$ cat src/rtl/prog_loader.sv
// Program-image loader: takes a length-prefixed little-endian byte stream and writes
// 32-bit words into the shared IM/DM write port, holding the core in reset until done.
module prog_loader #(
  parameter int unsigned MEM_WORDS = 100,
  parameter logic [31:0] BASE_ADDR = 32'h0
) (
  input  logic        clk,
  input  logic        rst,
  input  logic        in_valid,
  input  logic [7:0]  in_data,
  output logic        in_ready,
  output logic        mem_we,
  output logic [31:0] mem_addr,
  output logic [31:0] mem_wdata,
  output logic        cpu_rst,
  output logic        done,
  output logic        err
);

  localparam logic [2:0] S_HDR   = 3'd0;
  localparam logic [2:0] S_DATA  = 3'd1;
  localparam logic [2:0] S_WRITE = 3'd2;
  localparam logic [2:0] S_DONE  = 3'd3;
  localparam logic [2:0] S_ERR   = 3'd4;

  logic [2:0]  state_q, state_d;
  logic [1:0]  byteCnt_q, byteCnt_d;
  logic [31:0] count_q, count_d;
  logic [23:0] buf_q, buf_d;
  logic [31:0] wordIdx_q, wordIdx_d;
  logic        memWe_q, memWe_d;
  logic [31:0] memAddr_q, memAddr_d;
  logic [31:0] memWdata_q, memWdata_d;
  logic        cpuRst_q, cpuRst_d;
  logic        done_q, done_d;
  logic        err_q, err_d;

  logic        fire;
  logic [31:0] hdrCount;

  assign in_ready = ~rst & ((state_q == S_HDR) | (state_q == S_DATA));
  assign fire     = in_valid & in_ready;
  // Bytes arrive LSB first, so each new byte shifts in at the top.
  assign hdrCount = {in_data, count_q[31:8]};

  always_comb begin
    state_d    = state_q;
    byteCnt_d  = byteCnt_q;
    count_d    = count_q;
    buf_d      = buf_q;
    wordIdx_d  = wordIdx_q;
    memWe_d    = memWe_q;
    memAddr_d  = memAddr_q;
    memWdata_d = memWdata_q;
    cpuRst_d   = cpuRst_q;
    done_d     = done_q;
    err_d      = err_q;
    case (state_q)
      S_HDR: begin
        if (fire) begin
          count_d   = hdrCount;
          byteCnt_d = byteCnt_q + 2'd1;
          if (byteCnt_q == 2'd3) begin
            wordIdx_d = 32'd0;
            if (hdrCount == 32'd0) begin
              state_d  = S_DONE;
              done_d   = 1'b1;
              cpuRst_d = 1'b0;
            end else if (hdrCount > 32'(MEM_WORDS)) begin
              state_d = S_ERR;
              err_d   = 1'b1;
            end else begin
              state_d = S_DATA;
            end
          end
        end
      end
      S_DATA: begin
        if (fire) begin
          byteCnt_d = byteCnt_q + 2'd1;
          if (byteCnt_q == 2'd3) begin
            memWdata_d = {in_data, buf_q};
            memAddr_d  = BASE_ADDR + (wordIdx_q << 2);
            memWe_d    = 1'b1;
            state_d    = S_WRITE;
          end else begin
            buf_d = {in_data, buf_q[23:8]};
          end
        end
      end
      S_WRITE: begin
        memWe_d = 1'b0;
        // Hold word_idx at N-1 on the final word so it never reaches N.
        if ((wordIdx_q + 32'd1) == count_q) begin
          state_d  = S_DONE;
          done_d   = 1'b1;
          cpuRst_d = 1'b0;
        end else begin
          wordIdx_d = wordIdx_q + 32'd1;
          state_d   = S_DATA;
        end
      end
      S_DONE:  state_d = S_DONE;
      S_ERR:   state_d = S_ERR;
      default: state_d = S_HDR;
    endcase
  end

  always_ff @(posedge clk) begin
    if (rst) begin
      state_q    <= S_HDR;
      byteCnt_q  <= 2'd0;
      count_q    <= 32'd0;
      buf_q      <= 24'd0;
      wordIdx_q  <= 32'd0;
      memWe_q    <= 1'b0;
      memAddr_q  <= 32'd0;
      memWdata_q <= 32'd0;
      cpuRst_q   <= 1'b1;
      done_q     <= 1'b0;
      err_q      <= 1'b0;
    end else begin
      state_q    <= state_d;
      byteCnt_q  <= byteCnt_d;
      count_q    <= count_d;
      buf_q      <= buf_d;
      wordIdx_q  <= wordIdx_d;
      memWe_q    <= memWe_d;
      memAddr_q  <= memAddr_d;
      memWdata_q <= memWdata_d;
      cpuRst_q   <= cpuRst_d;
      done_q     <= done_d;
      err_q      <= err_d;
    end
  end

  assign mem_we    = memWe_q;
  assign mem_addr  = memAddr_q;
  assign mem_wdata = memWdata_q;
  assign cpu_rst   = cpuRst_q;
  assign done      = done_q;
  assign err       = err_q;

endmodule

$ cat config.mk
export PLATFORM = sky130hd
export DESIGN_NAME = prog_loader
export DESIGN_NICKNAME = d
export VERILOG_FILES = /design/src/rtl/prog_loader.sv
export SDC_FILE = /design/constraint.sdc
export NUM_CORES = 1
export LEC_CHECK = 0
export ABC_AREA = 1
export BUFFER_PORTS_ARGS = -buffer_cell sky130_fd_sc_hd__buf_2
export CORE_MARGIN = 5
export CORE_UTILIZATION = 55
export CTS_CLUSTER_DIAMETER = 150
export DETAILED_ROUTE_END_ITERATION = 12
export GPL_TIMING_DRIVEN = 0
export HOLD_SLACK_MARGIN = 0.02
export PLACE_DENSITY_LB_ADDON = 0.05
export SLEW_MARGIN = 20
export SYNTH_ARGS = -nofsm -noshare
export SYNTH_HDL_FRONTEND = slang
export SYNTH_SLANG_ARGS = --single-unit
$ cat constraint.sdc
create_clock -name clk -period 5.8 [get_ports clk]
set_clock_uncertainty 0.1 [all_clocks]
set_input_delay 1.45 -clock clk [delete_from_list [all_inputs] [get_ports clk]]
set_output_delay 1.45 -clock clk [all_outputs]
set_load 0.02 [all_outputs]
# Word-level counts from Yosys, hierarchy flattened
# Index checks and enable logic that the tools add are counted.
# W data, S select, Z words.
dict set report totals {
  register_bits 159
  input_bits 11
  word_cells 72
}
dict set report classes {
  addsub 2
  order_cmp 1
  n_eq_ne 13
  muxes 25
  n_bitwise 6
  n_reduce_logical 14
}
# op count
set op_table {}
lappend op_table {{$mux W32} 3}
lappend op_table {{$pmux W32 S2} 1}
lappend op_table {{$add A32 B1 Y32 const B} 1}
lappend op_table {{$eq A32 B32 Y1} 1}
lappend op_table {{$gt A32 B7 Y1 const B} 1}
lappend op_table {{$logic_not A32 Y1} 1}
lappend op_table {{$mux W3} 6}
lappend op_table {{$pmux W3 S5} 1}
lappend op_table {{$mux W1} 10}
lappend op_table {{$reduce_and A5 Y1} 2}
lappend op_table {{$reduce_and A3 Y1} 3}
lappend op_table {{$ne A2 B2 Y1 const B} 4}
lappend op_table {{$reduce_and A4 Y1} 2}
lappend op_table {{$eq A3 B2 Y1 const B} 2}
lappend op_table {{$ne A2 B1 Y1 const B} 3}
lappend op_table {{$pmux W1 S2} 3}
lappend op_table {{$reduce_and A2 Y1} 2}
lappend op_table {{$reduce_bool A2 Y1} 2}
lappend op_table {{$eq A3 B1 Y1 const B} 1}
lappend op_table {{$eq A3 B3 Y1 const B} 1}
lappend op_table {{$logic_not A3 Y1} 1}
lappend op_table {{$not A1 Y1} 3}
lappend op_table {{$add A2 B1 Y2 const B} 1}
lappend op_table {{$and A1 B1 Y1} 2}
lappend op_table {{4 further kinds} 4}

# Longest topological paths before layout
# Gate-level depths: netlist of the first run.
dict set report logic_depth {
  word_depth 6
  depth_mapped 20
  depth_no_buf 19
}

# Least setup slack after synthesis of the first run
# OpenSTA, ideal clock, no wires.
dict set report synth_path {
  kind {input-to-reg}
  start {in rst}
  end {reg memAddr_q[4], in the netlist mem_addr[4]}
  setup_time_ns 0.116
  t_arrival_ns 3.362
  setup_slack_ns 2.222
  path_stages 10
  cell_sequence {clkbuf_1 > nor2_1 > nand2_1 > nor2_1 > inv_1 > nor2_1 > clkinv_1 > clkbuf_1 > nor2_1 > nor2_1}
}
dict set report synth_between {
  elab_chain_cells 4
}
# item line
set synth_rtl {}
lappend synth_rtl {{from (decl)} 8} ;# input logic rst,
lappend synth_rtl {{$not A1 Y1} 41} ;# assign in_ready = ~rst & ((state_q == S_HDR) | (state_q == S_DATA));
lappend synth_rtl {{$and A1 B1 Y1} 41}
lappend synth_rtl {{net in_ready} 11} ;# output logic in_ready,
lappend synth_rtl {{$and A1 B1 Y1} 42} ;# assign fire = in_valid & in_ready;
lappend synth_rtl {{$reduce_and A3 Y1 (no line)} --}
lappend synth_rtl {{to (signal assigned)} 129} ;# memAddr_q <= memAddr_d;
lappend synth_rtl {{to (decl)} 32} ;# logic [31:0] memAddr_q, memAddr_d;
# The timed path passes the listed nets, and every way through them passes these cells.
# A chain may end at the register's enable or synchronous reset.

# Worst setup path in the final report of the first run
dict set report layout_path {
  start {in rst}
  end {reg memAddr_q[4], in the netlist mem_addr[4]}
}
dict set report layout_between {
  elab_chain_cells 4
}
# item line
set layout_rtl {}
lappend layout_rtl {{$not A1 Y1} 41}
lappend layout_rtl {{$and A1 B1 Y1} 41}
lappend layout_rtl {{$and A1 B1 Y1} 42}
lappend layout_rtl {{$reduce_and A3 Y1 (no line)} --}
# Parallel ways exist; a longest one is shown, timed or not.

==> impl_metrics.csv, run 1 <==
group,metric,value,unit
routing,detail_route.iter0.violations,910,
cells_and_area,design.final.nets,1289,
routing,vias_per_cell,5.43,
pwr,peakVddDrop,190,uV
outcome,status,"finished, final reports clean",
cts,cts_num_sinks,159,
yosys,synthMostInstantiatedCell,"sky130_fd_sc_hd__nand2_1",
grt,grt_pass1_vias,7510,
worst_setup_path,critPathMaxStageDelay,820,ps
yosys,yosysTopAreaCell,"sky130_fd_sc_hd__dfxtp_1",
die,die_w,128,um
yosys,synth.area.top_cells,"sky130_fd_sc_hd__dfxtp_1, sky130_fd_sc_hd__nand2_1, sky130_fd_sc_hd__nor2_1, sky130_fd_sc_hd__o21ai_0, sky130_fd_sc_hd__a21oi_1",
yosys,netlist.area_leader.share,0.414,
min_path,min-delay-path-class,"reg2reg",
cts,cts_max_path_buffers,2,
worst_setup_path,crit_path_frequent_cell,"sky130_fd_sc_hd__nor2_1",
worst_setup_path,critical-path-slowest-cell,"sky130_fd_sc_hd__nor2_1",
yosys,syn-mean-instance-area,6.52,um2
timing,setup_violations,0,
timing,grt_setup_unrepaired,"no",
pwr,power.net_switching,573,uW
routing,routed_len_inst,16.3,um
pwr,clock_power_share,0.474,
cells_and_area,antennaDiodeCount,0,
yosys,mappedNetlistArea,0.00769,mm2
worst_setup_path,critPathLaunchType,"primary input",
grt,grt_overflow,0,
cells_and_area,proportion_of_layout_cells_with_a_drive_suffix_above_1,0.108,
cts,post_cts_resize_count,0,
yosys,synth.ff_latch_count,159,
timing,timing_max_transition_violations_final,0,
die,floorplan_core_area,0.0138,mm2
pwr,cellPowerDensity,269,mW/mm2
yosys,synth.yosys.seq_area_share,0.414,
yosys,ys.warnings.count,0,
cts,cts_inserted_buffers,17,
routing,remaining_drc_errors,0,
placement,worst_setup_slack_before_clock_tree_synthesis,1270,ps
placement,dp.final_hpwl,18.2,mm
worst_setup_path,critical_path_buf_inv_count,4,
timing,worst-slew-pin-transition,1080,ps
worst_setup_path,timing.reg2reg.setup_slack,2460,ps
timing,timing.final.ws_setup,1740,ps
cts,clk_lat_worst_skew,440,ps
pwr,power.share.combinational,0.056,
cells_and_area,postLayoutCoreUtil,0.645,
yosys,postSynth.asyncResetShare,0,
die,row_count,43,
pwr,power_leakage,0.00413,uW
yosys,synth.distinct_cells,33,
die,die-height,128,um
routing,drt_pre_antenna_iters,6,
timing,timing.setup.tns,0,ps
die,design.die.area,0.0164,mm2
grt,grt_util_all_layers,0.296,
timing,final_min_period_over_clock_period,0.701,
timing,highest_attainable_clock_frequency,246,MHz
cts,worst_path_clk_slew,60,ps
worst_setup_path,critical_path_class,"in2reg",
yosys,ys_top_cells_by_count,"sky130_fd_sc_hd__nand2_1, sky130_fd_sc_hd__nor2_1, sky130_fd_sc_hd__dfxtp_1, sky130_fd_sc_hd__o21ai_0, sky130_fd_sc_hd__a21oi_1",
placement,finalWeightedCongestion,1.01,
worst_setup_path,arrival,4290,ps
grt,pin_count_of_the_biggest_net_entering_global_routing,17,
cts,htree_levels,4,
routing,ant_nets,0,
cts,cts_hold_buffers,0,
die,boundaryPins,80,
cells_and_area,flow.area_growth_from_synthesis,15.5,%
pwr,switching_share,0.240,
cts,post_cts_buffers,0,
placement,portBuffers,76,
timing,final_hold_viol_count,0,
yosys,postSynthCellCount,1180,
routing,num_vias,7971,
routing,routed_wirelength,24.0,mm
cts,cts_tree,"yes",
worst_setup_path,critPathCaptureType,"flop",
job,reported_max_cap_violation_count,0,
worst_setup_path,cp_top_family,"simple AND/OR/NAND/NOR gates",
worst_setup_path,worstPathRequired,6030,ps
yosys,synth_enable_flop_cells,0,
pwr,share_of_power_burned_in_registers,0.470,
grt,grt_first_pass_wirelength,38.0,mm
worst_setup_path,path_cells,"clkbuf_1, nor2_1, nand2_1, nor2_1, inv_1, nor2_1, clkinv_1, clkbuf_1, nor2_1, nor2_1",
die,initial_core_util,0.558,
worst_setup_path,critical_path_maximum_fanout,10,
cts,ctsRootBufferMaster,"sky130_fd_sc_hd__clkbuf_16",
timing,slew_headroom,0.280,
timing,finalCriticalPeriod,4060,ps
grt,antenna_found_initial,0,
yosys,most_common_flop_cell_mapped_by_yosys,"sky130_fd_sc_hd__dfxtp_1",
pwr,internal_power,1820,uW
-- per-layer routing --
layer | global-route usage | share of wire | vias up
li1 | - | - | 4005
met1 | 0.381 | 0.44 | 3574
met2 | 0.495 | 0.47 | 328
met3 | 0.0588 | 0.074 | 64
met4 | 0.0999 | 0.026 | 0
met5 | 0 | 0 | -
-- placed cells by master, fill, tap and decap left out, drive strengths merged, types with 2 or more instances in the layout --
cell type,Yosys,layout
inv,93,95
ha,2,2
nand4,9,9
o21ai,120,120
dfxtp,159,159
nor2,241,241
nand2,259,259
bufinv,0,2
nor3b,3,3
clkinv,3,5
buf,14,90
nand3,108,108
or2,2,2
clkinvlp,0,2
a21oi,108,108
xor2,7,7
conb,1,2
nor3,3,3
clkbuf,41,63
-- worst paths after layout --
check | from | end | cells after the start
max | rst | mem_addr[4] | 10
min | err | err | 2
max reg2reg | state_q[1] | mem_addr[4] | 11
min reg2reg | err | err | 2
-- registers in the layout, summed over array words and instances, names as in the netlist --
signal and count:
cpu_rst 1, err 1, byteCnt_q 2, mem_addr 30, state_q 3, mem_wdata 32, count_q 32, wordIdx_q 32
buf_q 24, done 1, mem_we 1
-- kinds of logic after synthesis --
| kind of cell | Yosys count | synth area share |
|---|---|---|
| buffers and inverters | 151 | 0.0781 |
| other | 1 | 0.000488 |
| DFF | 159 | 0.414 |
| and+or+nand+nor | 629 | 0.345 |
| adders and majority gates | 2 | 0.00325 |
| AOI/OAI and AO/OA | 230 | 0.151 |
| xor gates and xnor gates | 8 | 0.00911 |
-- stage by stage --
step	instances	hold WS, ps	power [uW]	area, um2
after CTS	1467	370	2390	8880
after floorplan	1181	343	1240	7690
final	1467	370	2390	8880
after detailed placement	1437	350	1280	8300
after global placement	1437	335	1280	8300
after global routing	1467	393	2460	8880
-- worst register-to-register path: cells and delay by family, from the launching register on --
family / cells / cell delay, ps
DFF: 1 / 340
and+or+nand+nor: 7 / 1720
buffers and inverters: 4 / 1080
-- power groups by stage --
stage / clock, uW / combinational (uW) / sequential, uW
finish: 1130 / 134 / 1120
floorplan: 0 / 94.0 / 1140
global route: 1180 / 149 / 1130
detailed placement: 0 / 130 / 1150
global placement: 0 / 130 / 1150
CTS: 1140 / 132 / 1120
-- area by class of cell --
| type | instances | area (um2) |
|---|---|---|
| plain buffers | 55 | 240 |
| clock buffers | 22 | 474 |
| clock inverters | 8 | 106 |
| fillers | 1367 | 4890 |
| inverters | 96 | 360 |
| multi-input cells | 871 | 3910 |
| flip-flops and latches | 159 | 3180 |
| well taps | 180 | 225 |
| repair buffers | 76 | 380 |
Note: power is estimated with default switching activity, not from simulation.
==> run 2, diff against run 1 <==
ABC_AREA = 0   (was 1)
clock period = 4.1 ns   (was 5.8 ns; I/O delays follow)
==> run 2 against run 1 <==
Effect of this change: sequential share of layout area up 0.68 points; total power up 37%; worst hold slack worse by 21 ps; count of clock-buffer cells in the layout unchanged; clock power up 42%; utilization up 1.4 points; critical path type is now reg2reg.
==> impl_metrics.csv, run 2 <==
group,metric,value,unit
timing,final_hold_viol_count,0,
yosys,postSynthCellCount,979,
cells_and_area,design.final.nets,1094,
worst_setup_path,critical-path-slowest-cell,"sky130_fd_sc_hd__or4_1",
yosys,synthMostInstantiatedCell,"sky130_fd_sc_hd__nand2_1",
timing,final_min_period_over_clock_period,0.961,
placement,dp.final_hpwl,16.4,mm
routing,remaining_drc_errors,0,
worst_setup_path,timing.reg2reg.setup_slack,160,ps
yosys,synth.area.top_cells,"sky130_fd_sc_hd__dfxtp_1, sky130_fd_sc_hd__nand2_1, sky130_fd_sc_hd__a21oi_1, sky130_fd_sc_hd__clkbuf_1, sky130_fd_sc_hd__xnor2_1",
worst_setup_path,regToRegStartpoint,"wordIdx_q[3]",
cts,cts_num_sinks,159,
die,design.die.area,0.0159,mm2
cells_and_area,proportion_of_layout_cells_with_a_drive_suffix_above_1,0.134,
cts,cts_max_path_buffers,2,
die,die_w,126,um
cts,ctsRootBufferMaster,"sky130_fd_sc_hd__clkbuf_16",
timing,highest_attainable_clock_frequency,254,MHz
grt,grt_util_all_layers,0.282,
yosys,mappedNetlistArea,0.00740,mm2
yosys,synth.yosys.seq_area_share,0.430,
min_path,hold_end,"mem_wdata[30]",
yosys,ys.warnings.count,0,
routing,vias_per_cell,5.83,
timing,timing.setup.tns,0,ps
pwr,cellPowerDensity,375,mW/mm2
yosys,synth_enable_flop_cells,0,
grt,grt_overflow,0,
routing,routed_len_inst,18.0,um
worst_setup_path,worstPathRequired,4340,ps
timing,worst-slew-pin-transition,1150,ps
placement,finalWeightedCongestion,1.04,
cts,clk_lat_worst_skew,430,ps
cts,htree_levels,4,
cells_and_area,instances_no_fill,1265,
worst_setup_path,critPathLaunchType,"flop",
die,floorplan_core_area,0.0132,mm2
worst_setup_path,critPathMaxStageDelay,560,ps
routing,num_vias,7381,
die,row_count,42,
grt,pin_count_of_the_biggest_net_entering_global_routing,17,
yosys,yosysTopAreaCell,"sky130_fd_sc_hd__dfxtp_1",
worst_setup_path,r2r_cells,12,
cells_and_area,final_design_area_no_fill,0.00872,mm2
cells_and_area,layout_commonest_cell,"sky130_fd_sc_hd__nand2_1",
placement,portBuffers,77,
placement,total_placed_cells_including_tap_cells,1233,
placement,post_placement_cell_area,0.00801,mm2
pwr,power_leakage,0.00319,uW
worst_setup_path,critPathCaptureType,"flop",
min_path,min-delay-path-class,"reg2reg",
cells_and_area,fillerInstances,1245,
die,die-height,126,um
yosys,postSynth.asyncResetShare,0,
yosys,most_common_flop_cell_mapped_by_yosys,"sky130_fd_sc_hd__dfxtp_1",
pwr,post-layout-total-power,3270,uW
grt,grt_pass1_vias,6667,
yosys,synth.ff_latch_count,159,
job,reported_max_cap_violation_count,0,
routing,detail_route.iter0.violations,714,
cts,worst_path_clk_slew,60,ps
min_path,hold_start,"mem_wdata[30]",
timing,timing_max_transition_violations_final,0,
grt,grt_first_pass_wirelength,35.5,mm
timing,finalCriticalPeriod,3940,ps
die,initial_core_util,0.559,
worst_setup_path,critical_path_maximum_fanout,10,
grt,antenna_found_initial,0,
routing,routed_wirelength,22.8,mm
min_path,worst_hold_path.num_cells,2,
die,boundaryPins,80,
worst_setup_path,path_cells,"clkbuf_4, nand4_4, or4_1, buf_2, nor4_4, mux2i_1, or4_1, nor4_4, nand3_2, a211o_4, buf_6, a31oi_1",
pwr,peakVddDrop,311,uV
worst_setup_path,critical_path_class,"reg2reg",
yosys,synth.distinct_cells,57,
cells_and_area,flow.area_growth_from_synthesis,17.8,%
worst_setup_path,reg2reg_to,"wordIdx_q[23]",
cells_and_area,antennaDiodeCount,0,
routing,ant_nets,0,
yosys,ys_top_cells_by_count,"sky130_fd_sc_hd__nand2_1, sky130_fd_sc_hd__dfxtp_1, sky130_fd_sc_hd__a21oi_1, sky130_fd_sc_hd__clkbuf_1, sky130_fd_sc_hd__nor2_1",
cells_and_area,top_library_cells_by_usage_in_the_layout_fill_and_taps_aside,"sky130_fd_sc_hd__nand2_1, sky130_fd_sc_hd__dfxtp_1, sky130_fd_sc_hd__a21oi_1",
cts,cts_inserted_buffers,17,
yosys,netlist.area_leader.share,0.430,
worst_setup_path,arrival,4190,ps
routing,drt_pre_antenna_iters,7,
yosys,syn-mean-instance-area,7.56,um2
cts,cts_tree,"yes",
timing,slew_headroom,0.232,
outcome,status,"finished, final reports clean",
timing,setup_violations,0,
==> run 2: cell types whose count changed in the layout (fill, tap and decap cells not counted), sizes merged, moves of 23 or more <==
cell   before  now
nor2      241   36
o21ai     120   18
inv        95   14
nand3     108   28
a21oi     108  148
a31oi       0   23
==> run 2: cell families (layout without fill, tap and decap cells) <==
kind of cell	Yosys count	count (layout)	share of synthesized area
xor gates and xnor gates	43	43	0.0509
AOI/OAI and AO/OA	227	227	0.176
other	1	2	0.000507
and+or+nand+nor	454	454	0.282
DFF	159	159	0.430
buffers and inverters	86	195	0.0473
adders and majority gates	2	2	0.00338
muxes	7	7	0.00980
==> run 2: power by group <==
part	leakage, uW	total, uW	internal, uW	switching [uW]
Combinational	0.00163	106	32.1	73.7
Clock	0.000281	1600	991	610
Sequential	0.00128	1560	1550	12.7
==> run 2: worst max path at each step <==
stage                             from             to  slack [ps]
after floorplan           wordIdx_q[5]  wordIdx_q[14]         630
after global placement    wordIdx_q[1]  wordIdx_q[16]        -280
after detailed placement  wordIdx_q[1]  wordIdx_q[16]        -280
after CTS                 wordIdx_q[3]  wordIdx_q[18]          40
after global routing      wordIdx_q[3]  wordIdx_q[27]          -2
final                     wordIdx_q[3]  wordIdx_q[23]         160
==> run 2: layout make-up <==
class,count,area (um2),area share
Timing Repair Buffer,82,423,0.0485
Sequential cell,159,3190,0.365
Inverter,13,48.8,0.00559
Multi-Input combinational cell,735,3950,0.453
Clock buffer,22,474,0.0544
Tap cell,176,220,0.0252
Clock inverter,5,106,0.0122
Buffer,73,312,0.0357
==> run 2: per-stage QoR <==
step | hold slack, ps | util | setup slack, ps
2_1_floorplan | 332 | - | 632
3_3_place_gp | 340 | 0.605 | -284
3_5_place_dp | 343 | 0.605 | -279
4_1_cts | 351 | 0.652 | 44.3
5_1_grt | 369 | 0.659 | -1.75
6_report | 349 | 0.659 | 158
==> run 2: layer usage <==
metal | vias up | track usage | part of all wire | wire, um
li1 | 3568 | - | - | -
met1 | 3433 | 0.368 | 0.42 | 9490
met2 | 319 | 0.454 | 0.47 | 10700
met3 | 61 | 0.0593 | 0.078 | 1790
met4 | 0 | 0.123 | 0.036 | 823
met5 | - | 0 | 0 | 0
==> run 2: worst max-delay path, delay by kind of cell (launching register included) <==
family          cells  cell delay, ps
compound gates      2             610
buf+inv             3             610
flops               1             300
mux                 1             110
simple gates        6            2100
==> run 2: repair_timing <==
action	4_1_cts	5_1_grt
pin swaps	1	2
setup endpoints to repair	32	32
hold buffers	0	0
gates resized for setup	6	16
buffers inserted	2	3
